$ cat src/rtl/axi_read_arbiter.sv
// Two-master AXI read-channel arbiter with one outstanding transaction.
// A round-robin winner is captured in IDLE, its AR beat is replayed to the
// slave in ADDR, and the R beats are steered back to that master in DATA.
module axi_read_arbiter (
  input  logic        clk,
  input  logic        rst,
  // master 0 AR
  input  logic [3:0]  ARID_M0,
  input  logic [31:0] ARADDR_M0,
  input  logic [3:0]  ARLEN_M0,
  input  logic [2:0]  ARSIZE_M0,
  input  logic [1:0]  ARBURST_M0,
  input  logic        ARVALID_M0,
  output logic        ARREADY_M0,
  // master 1 AR
  input  logic [3:0]  ARID_M1,
  input  logic [31:0] ARADDR_M1,
  input  logic [3:0]  ARLEN_M1,
  input  logic [2:0]  ARSIZE_M1,
  input  logic [1:0]  ARBURST_M1,
  input  logic        ARVALID_M1,
  output logic        ARREADY_M1,
  // master 0 R
  output logic [3:0]  RID_M0,
  output logic [31:0] RDATA_M0,
  output logic [1:0]  RRESP_M0,
  output logic        RLAST_M0,
  output logic        RVALID_M0,
  input  logic        RREADY_M0,
  // master 1 R
  output logic [3:0]  RID_M1,
  output logic [31:0] RDATA_M1,
  output logic [1:0]  RRESP_M1,
  output logic        RLAST_M1,
  output logic        RVALID_M1,
  input  logic        RREADY_M1,
  // slave AR
  output logic [7:0]  ARID_S,
  output logic [31:0] ARADDR_S,
  output logic [3:0]  ARLEN_S,
  output logic [2:0]  ARSIZE_S,
  output logic [1:0]  ARBURST_S,
  output logic        ARVALID_S,
  input  logic        ARREADY_S,
  // slave R
  input  logic [7:0]  RID_S,
  input  logic [31:0] RDATA_S,
  input  logic [1:0]  RRESP_S,
  input  logic        RLAST_S,
  input  logic        RVALID_S,
  output logic        RREADY_S,
  output logic        busy
);

  typedef enum logic [1:0] {IDLE, ADDR, DATA} state_t;

  state_t      state;
  state_t      state_nxt;
  logic        grant;       // 0 = M0 owns the transaction, 1 = M1
  logic        last_grant;  // master served by the most recent completed burst
  logic        win;
  logic        any_req;
  logic [3:0]  ar_id;
  logic [31:0] ar_addr;
  logic [3:0]  ar_len;
  logic [2:0]  ar_size;
  logic [1:0]  ar_burst;
  logic [3:0]  beat_cnt;
  logic        sel_rready;
  logic        r_hs;
  logic [1:0]  resp_out;
  logic        unused_rid_hi;

  // A short burst (RLAST before ARLEN beats) is reported to the master as SLVERR
  function automatic logic [1:0] final_resp(input logic [1:0] resp, input logic last,
                                            input logic [3:0] cnt, input logic [3:0] len);
    final_resp = (last && (cnt != len)) ? 2'b10 : resp;
  endfunction

  // Upper RID bits echo the master index; steering already follows the registered grant
  assign unused_rid_hi = ^RID_S[7:4];

  assign any_req    = ARVALID_M0 | ARVALID_M1;
  assign sel_rready = grant ? RREADY_M1 : RREADY_M0;
  assign r_hs       = (state == DATA) && RVALID_S && sel_rready;
  assign resp_out   = final_resp(RRESP_S, RLAST_S, beat_cnt, ar_len);

  // Round-robin pick: on contention the master not served last wins
  always_comb begin
    if (ARVALID_M0 && ARVALID_M1) win = ~last_grant;
    else                          win = ARVALID_M1;
  end

  // State register
  always_ff @(posedge clk or negedge rst) begin
    if (!rst) state <= IDLE;
    else      state <= state_nxt;
  end

  // Next-state logic
  always_comb begin
    state_nxt = state;
    case (state)
      IDLE:    if (any_req) state_nxt = ADDR;
      ADDR:    if (ARREADY_S) state_nxt = DATA;
      DATA:    if (r_hs && RLAST_S) state_nxt = IDLE;
      default: state_nxt = IDLE;
    endcase
  end

  // Grant, captured AR fields, beat counter and round-robin history
  always_ff @(posedge clk or negedge rst) begin
    if (!rst) begin
      grant      <= 1'b0;
      last_grant <= 1'b1;
      ar_id      <= '0;
      ar_addr    <= '0;
      ar_len     <= '0;
      ar_size    <= '0;
      ar_burst   <= '0;
      beat_cnt   <= '0;
    end else begin
      if ((state == IDLE) && any_req) begin
        grant    <= win;
        ar_id    <= win ? ARID_M1    : ARID_M0;
        ar_addr  <= win ? ARADDR_M1  : ARADDR_M0;
        ar_len   <= win ? ARLEN_M1   : ARLEN_M0;
        ar_size  <= win ? ARSIZE_M1  : ARSIZE_M0;
        ar_burst <= win ? ARBURST_M1 : ARBURST_M0;
      end
      if ((state == ADDR) && ARREADY_S) beat_cnt <= '0;
      else if (r_hs)                    beat_cnt <= beat_cnt + 4'd1;
      if (r_hs && RLAST_S) last_grant <= grant;
    end
  end

  // Output decode: slave AR replay, master accept pulse and R steering
  always_comb begin
    ARID_S     = {3'b000, grant, ar_id};
    ARADDR_S   = ar_addr;
    ARLEN_S    = ar_len;
    ARSIZE_S   = ar_size;
    ARBURST_S  = ar_burst;
    ARVALID_S  = 1'b0;
    ARREADY_M0 = 1'b0;
    ARREADY_M1 = 1'b0;
    RREADY_S   = 1'b0;
    RID_M0     = '0;
    RDATA_M0   = '0;
    RRESP_M0   = '0;
    RLAST_M0   = 1'b0;
    RVALID_M0  = 1'b0;
    RID_M1     = '0;
    RDATA_M1   = '0;
    RRESP_M1   = '0;
    RLAST_M1   = 1'b0;
    RVALID_M1  = 1'b0;
    busy       = (state != IDLE);
    case (state)
      ADDR: begin
        ARVALID_S  = 1'b1;
        ARREADY_M0 = ARREADY_S && !grant;
        ARREADY_M1 = ARREADY_S && grant;
      end
      DATA: begin
        RREADY_S = sel_rready;
        if (grant) begin
          RID_M1    = RID_S[3:0];
          RDATA_M1  = RDATA_S;
          RRESP_M1  = resp_out;
          RLAST_M1  = RLAST_S;
          RVALID_M1 = RVALID_S;
        end else begin
          RID_M0    = RID_S[3:0];
          RDATA_M0  = RDATA_S;
          RRESP_M0  = resp_out;
          RLAST_M0  = RLAST_S;
          RVALID_M0 = RVALID_S;
        end
      end
      default: ;
    endcase
  end

endmodule
$ cat config.mk
export PLATFORM = sky130hd
export DESIGN_NAME = axi_read_arbiter
export DESIGN_NICKNAME = d
export VERILOG_FILES = /design/src/rtl/axi_read_arbiter.sv
export SDC_FILE = /design/constraint.sdc
export NUM_CORES = 1
export LEC_CHECK = 0
export CAP_MARGIN = 20
export CORE_AREA = 2 2 106 108
export DETAILED_ROUTE_END_ITERATION = 7
export DIE_AREA = 0 0 108 110
export PLACE_DENSITY = 0.93
export SLEW_MARGIN = 20
export SYNTH_ARGS = -nofsm -noshare
export SYNTH_HDL_FRONTEND = slang
export SYNTH_SLANG_ARGS = --single-unit
export TNS_END_PERCENT = 1
$ cat constraint.sdc
create_clock -name clk -period 4.1 [get_ports clk]
set_clock_uncertainty 0.05 [all_clocks]
set_input_delay 0.82 -clock clk [delete_from_list [all_inputs] [get_ports clk]]
set_output_delay 0.82 -clock clk [all_outputs]
set_load 0.005 [all_outputs]
==> metrics.txt <==
outcome complete, no violations; Lkg Pwr around 2.8 nW; DR iter-0 viols about 110; CP required ~3.2 ns; Final TNS setup 0 ns; Initial Utilization 34.3%; Internal Power 2.28 mW; sequential share of power a little under a third; Area after DPL 0.00636 mm²; drt pass-1 iters 4; fmax around 320 MHz; fin crit share approximately 77%; Power Total 3.27 mW; Avg Vias per Cell between 4 and 5; Critical Path AT ~2.3 ns; DR WL/cell between 15 and 20 µm; Syn Std Cell Area between 0.003 and 0.004 mm²; Max Fanout on Critical Path 5; worst r2r src state[1]$_DFFE_PN0P_; worst min path class input pin to async pin; Rel. slew slack between 40% and 50%; Die ar. between 0.01 and 0.015 mm²; RePlAce Congestion around 0.74; minimum clock period approximately 3.2 ns; synthesis-stage register bit count between 50 and 60; Clock Path Buffers 2; CTS resizes 0; post-CTS setup repair buffer count 0; fin. max-slew vios 0; PwrDens roughly 510 mW/mm²; largest net degree at the start of global routing 48; DRC violations left 0; Hold Fails Final Rpt 0; vias in the first global route 3173; worst reg-to-reg path cell count 4; Syn Area/Cell around 13 µm²; Clock power frac under 10%; Sw Ratio a little under a third; CTS tree done; final-stage net count 692; area grow syn2layout 76.1%; clk_lat worst skew about 0.30 ns; DR vias around 3100; Slew @ Worst Pin approximately 0.81 ns; Clock Sinks 53; grt ovf 0; Startpoint Class input pin; Routed Antenna Nets 0; Worst R2R End ARADDR_S[22]$_DFFE_PN0P_; Die X 108 µm; CTS Buf Count 5; R2R setup slack 2.04 ns; max capacitance violation total 0; register area share after synthesis 36.2%; share of cells above drive strength 1 about a fifth; die height between 100 and 150 µm; CTS root buffer clkbuf_8; Post-Syn Instances 292; unrepaired setup endpoints after global routing false; first-pass GRT wire length around 17000 µm; Peak VDD IR ~0.30 mV; kind of end point of the critical path primary output; Worst-path clk slew ~0.1 ns; Fill cells 845; initial antenna violation count 1; global-route usage over all layers 18.5%; IO buf count 267; core area between 0.01 and 0.015 mm²; hold buffers post-CTS 0; Syn. warnings 0; post-route cell area ~0.0065 mm²; setup violators final 0; # H-tree levels 2; switching power 0.989 mW; Setup Crit Path Kind input pin to primary output; number of core rows 38; synth unique cells 35; Detail Placement HPWL 9460 µm; IO Pins about 280; Routed Wire Length roughly 11000 µm; combinational group share of total power 60.6%
## cell families (layout without fill, tap and decap cells)
family / after synthesis / in the layout / share of synthesized area (%)
simple gates: 101 / 101 / 16.9
mux: 96 / 96 / 37.4
flops: 53 / 53 / 36.2
buf+inv: 26 / 283 / 6.31
compound gates: 10 / 10 / 1.84
xor+xnor: 4 / 4 / 0.956
fa+ha+maj: 1 / 1 / 0.341
other cells: 1 / 4 / 0.102
## power groups by stage
| stage | Sequential, mW | Combinational (mW) | Clock [mW] |
|---|---|---|---|
| 2_1_floorplan | 0.953 | 1.03 | 0 |
| 3_3_place_gp | 0.967 | 1.96 | 0 |
| 3_5_place_dp | 0.978 | 2.00 | 0 |
| 4_1_cts | 0.980 | 2.01 | 0.321 |
| 5_1_grt | 1.01 | 2.12 | 0.340 |
| 6_report | 0.979 | 1.98 | 0.309 |
## placed cells by master (no fill, tap or decap), types with 3 or more instances in the layout
cell / count
clkdlybuf4s50_1: 266
mux2_4: 78
and2_1: 77
dfrtp_1: 52
mux2_2: 14
clkbuf_8: 6
xor2_1: 4
nor2_1: 4
nand3_1: 4
buf_4: 4
and3_1: 3
inv_1: 3
mux2i_1: 3
o21ai_0: 3
conb_1: 3
## worst max path at each step
stage | start | endpoint | slack, ns
detailed placement | RLAST_S | RRESP_M0[1] | 0.91
floorplan | ARLEN_S[3]$_DFFE_PN0P_ | RRESP_M1[0] | 1.99
CTS | RLAST_S | RRESP_M0[1] | 0.90
global route | ARLEN_S[3]$_DFFE_PN0P_ | RRESP_M1[0] | 0.77
finish | RLAST_S | RRESP_M0[1] | 0.93
global placement | RLAST_S | RRESP_M1[1] | 0.93
## layout make-up
cell class,count,area (µm²),area share [%]
Antenna cell,1,2.50,0.0388
Clock buffer,6,82.6,1.28
Clock inverter,2,13.8,0.213
Inverter,3,11.3,0.174
Multi-Input combinational cell,215,2130,32.9
Sequential cell,53,1330,20.6
Tap cell,140,175,2.71
Timing Repair Buffer,272,2720,42.1
## synth_stat cells
library cell,instances,share of area (%)
or2_4,1,0.24
buf_8,3,1.2
conb_1,1,0.10
inv_1,3,0.31
nor3_1,1,0.14
nor2b_1,1,0.17
a21boi_0,2,0.41
xor2_1,4,0.96
mux2_1,1,0.31
and3_1,3,0.51
mux2_4,78,32
o41ai_1,1,0.24
and3b_1,1,0.24
nand3b_1,2,0.41
dfstp_2,1,0.72
a21oi_1,2,0.27
buf_12,4,2.2
nand3_1,4,0.55
a21boi_2,1,0.31
buf_4,5,1.0
dfrtp_1,52,35
clkbuf_1,8,0.82
nor2_4,1,0.31
or3_1,1,0.17
a21o_1,1,0.20
mux2_2,14,4.3
o21ai_0,3,0.41
nor2_1,6,0.61
nand2b_1,1,0.17
nand2_1,2,0.20
ha_1,1,0.34
buf_2,1,0.14
buf_6,2,0.61
mux2i_1,3,0.82
and2_1,77,13
## worst max-delay path: stages
cell and delay, ns:
clkdlybuf4s50_1 0.58, o41ai_1 0.17, a21boi_0 0.21, clkdlybuf4s50_1 0.53
## metal layers
layer / track usage (%) / vias to the layer above / share of wire (%)
met2: 35.4 / 178 / 54
met4: 4.49 / 0 / 0.94
met3: 5.94 / 8 / 10
met5: 0 / - / 0
li1: - / 1490 / -
met1: 19.7 / 1469 / 35
## per-stage QoR
stage | utilization, % | hold WS [ns] | setup slack (ns) | instances
6_report | 60.4 | 0.423 | 0.926 | 692
5_1_grt | 60.3 | 0.443 | 0.771 | 691
4_1_cts | 60.3 | 0.432 | 0.900 | 691
3_5_place_dp | 59.4 | 0.440 | 0.906 | 683
3_3_place_gp | 59.4 | 0.434 | 0.934 | 683
2_1_floorplan | - | 0.418 | 1.99 | 294
## flip-flops by register name, indices dropped and copies added, names as in the netlist
signal,flops
ARLEN_S,4
state,2
ar_id,4
grant,1
beat_cnt,4
ARSIZE_S,3
ARBURST_S,2
last_grant,1
ARADDR_S,32
No activity file was read; power rests on OpenSTA's default activity.
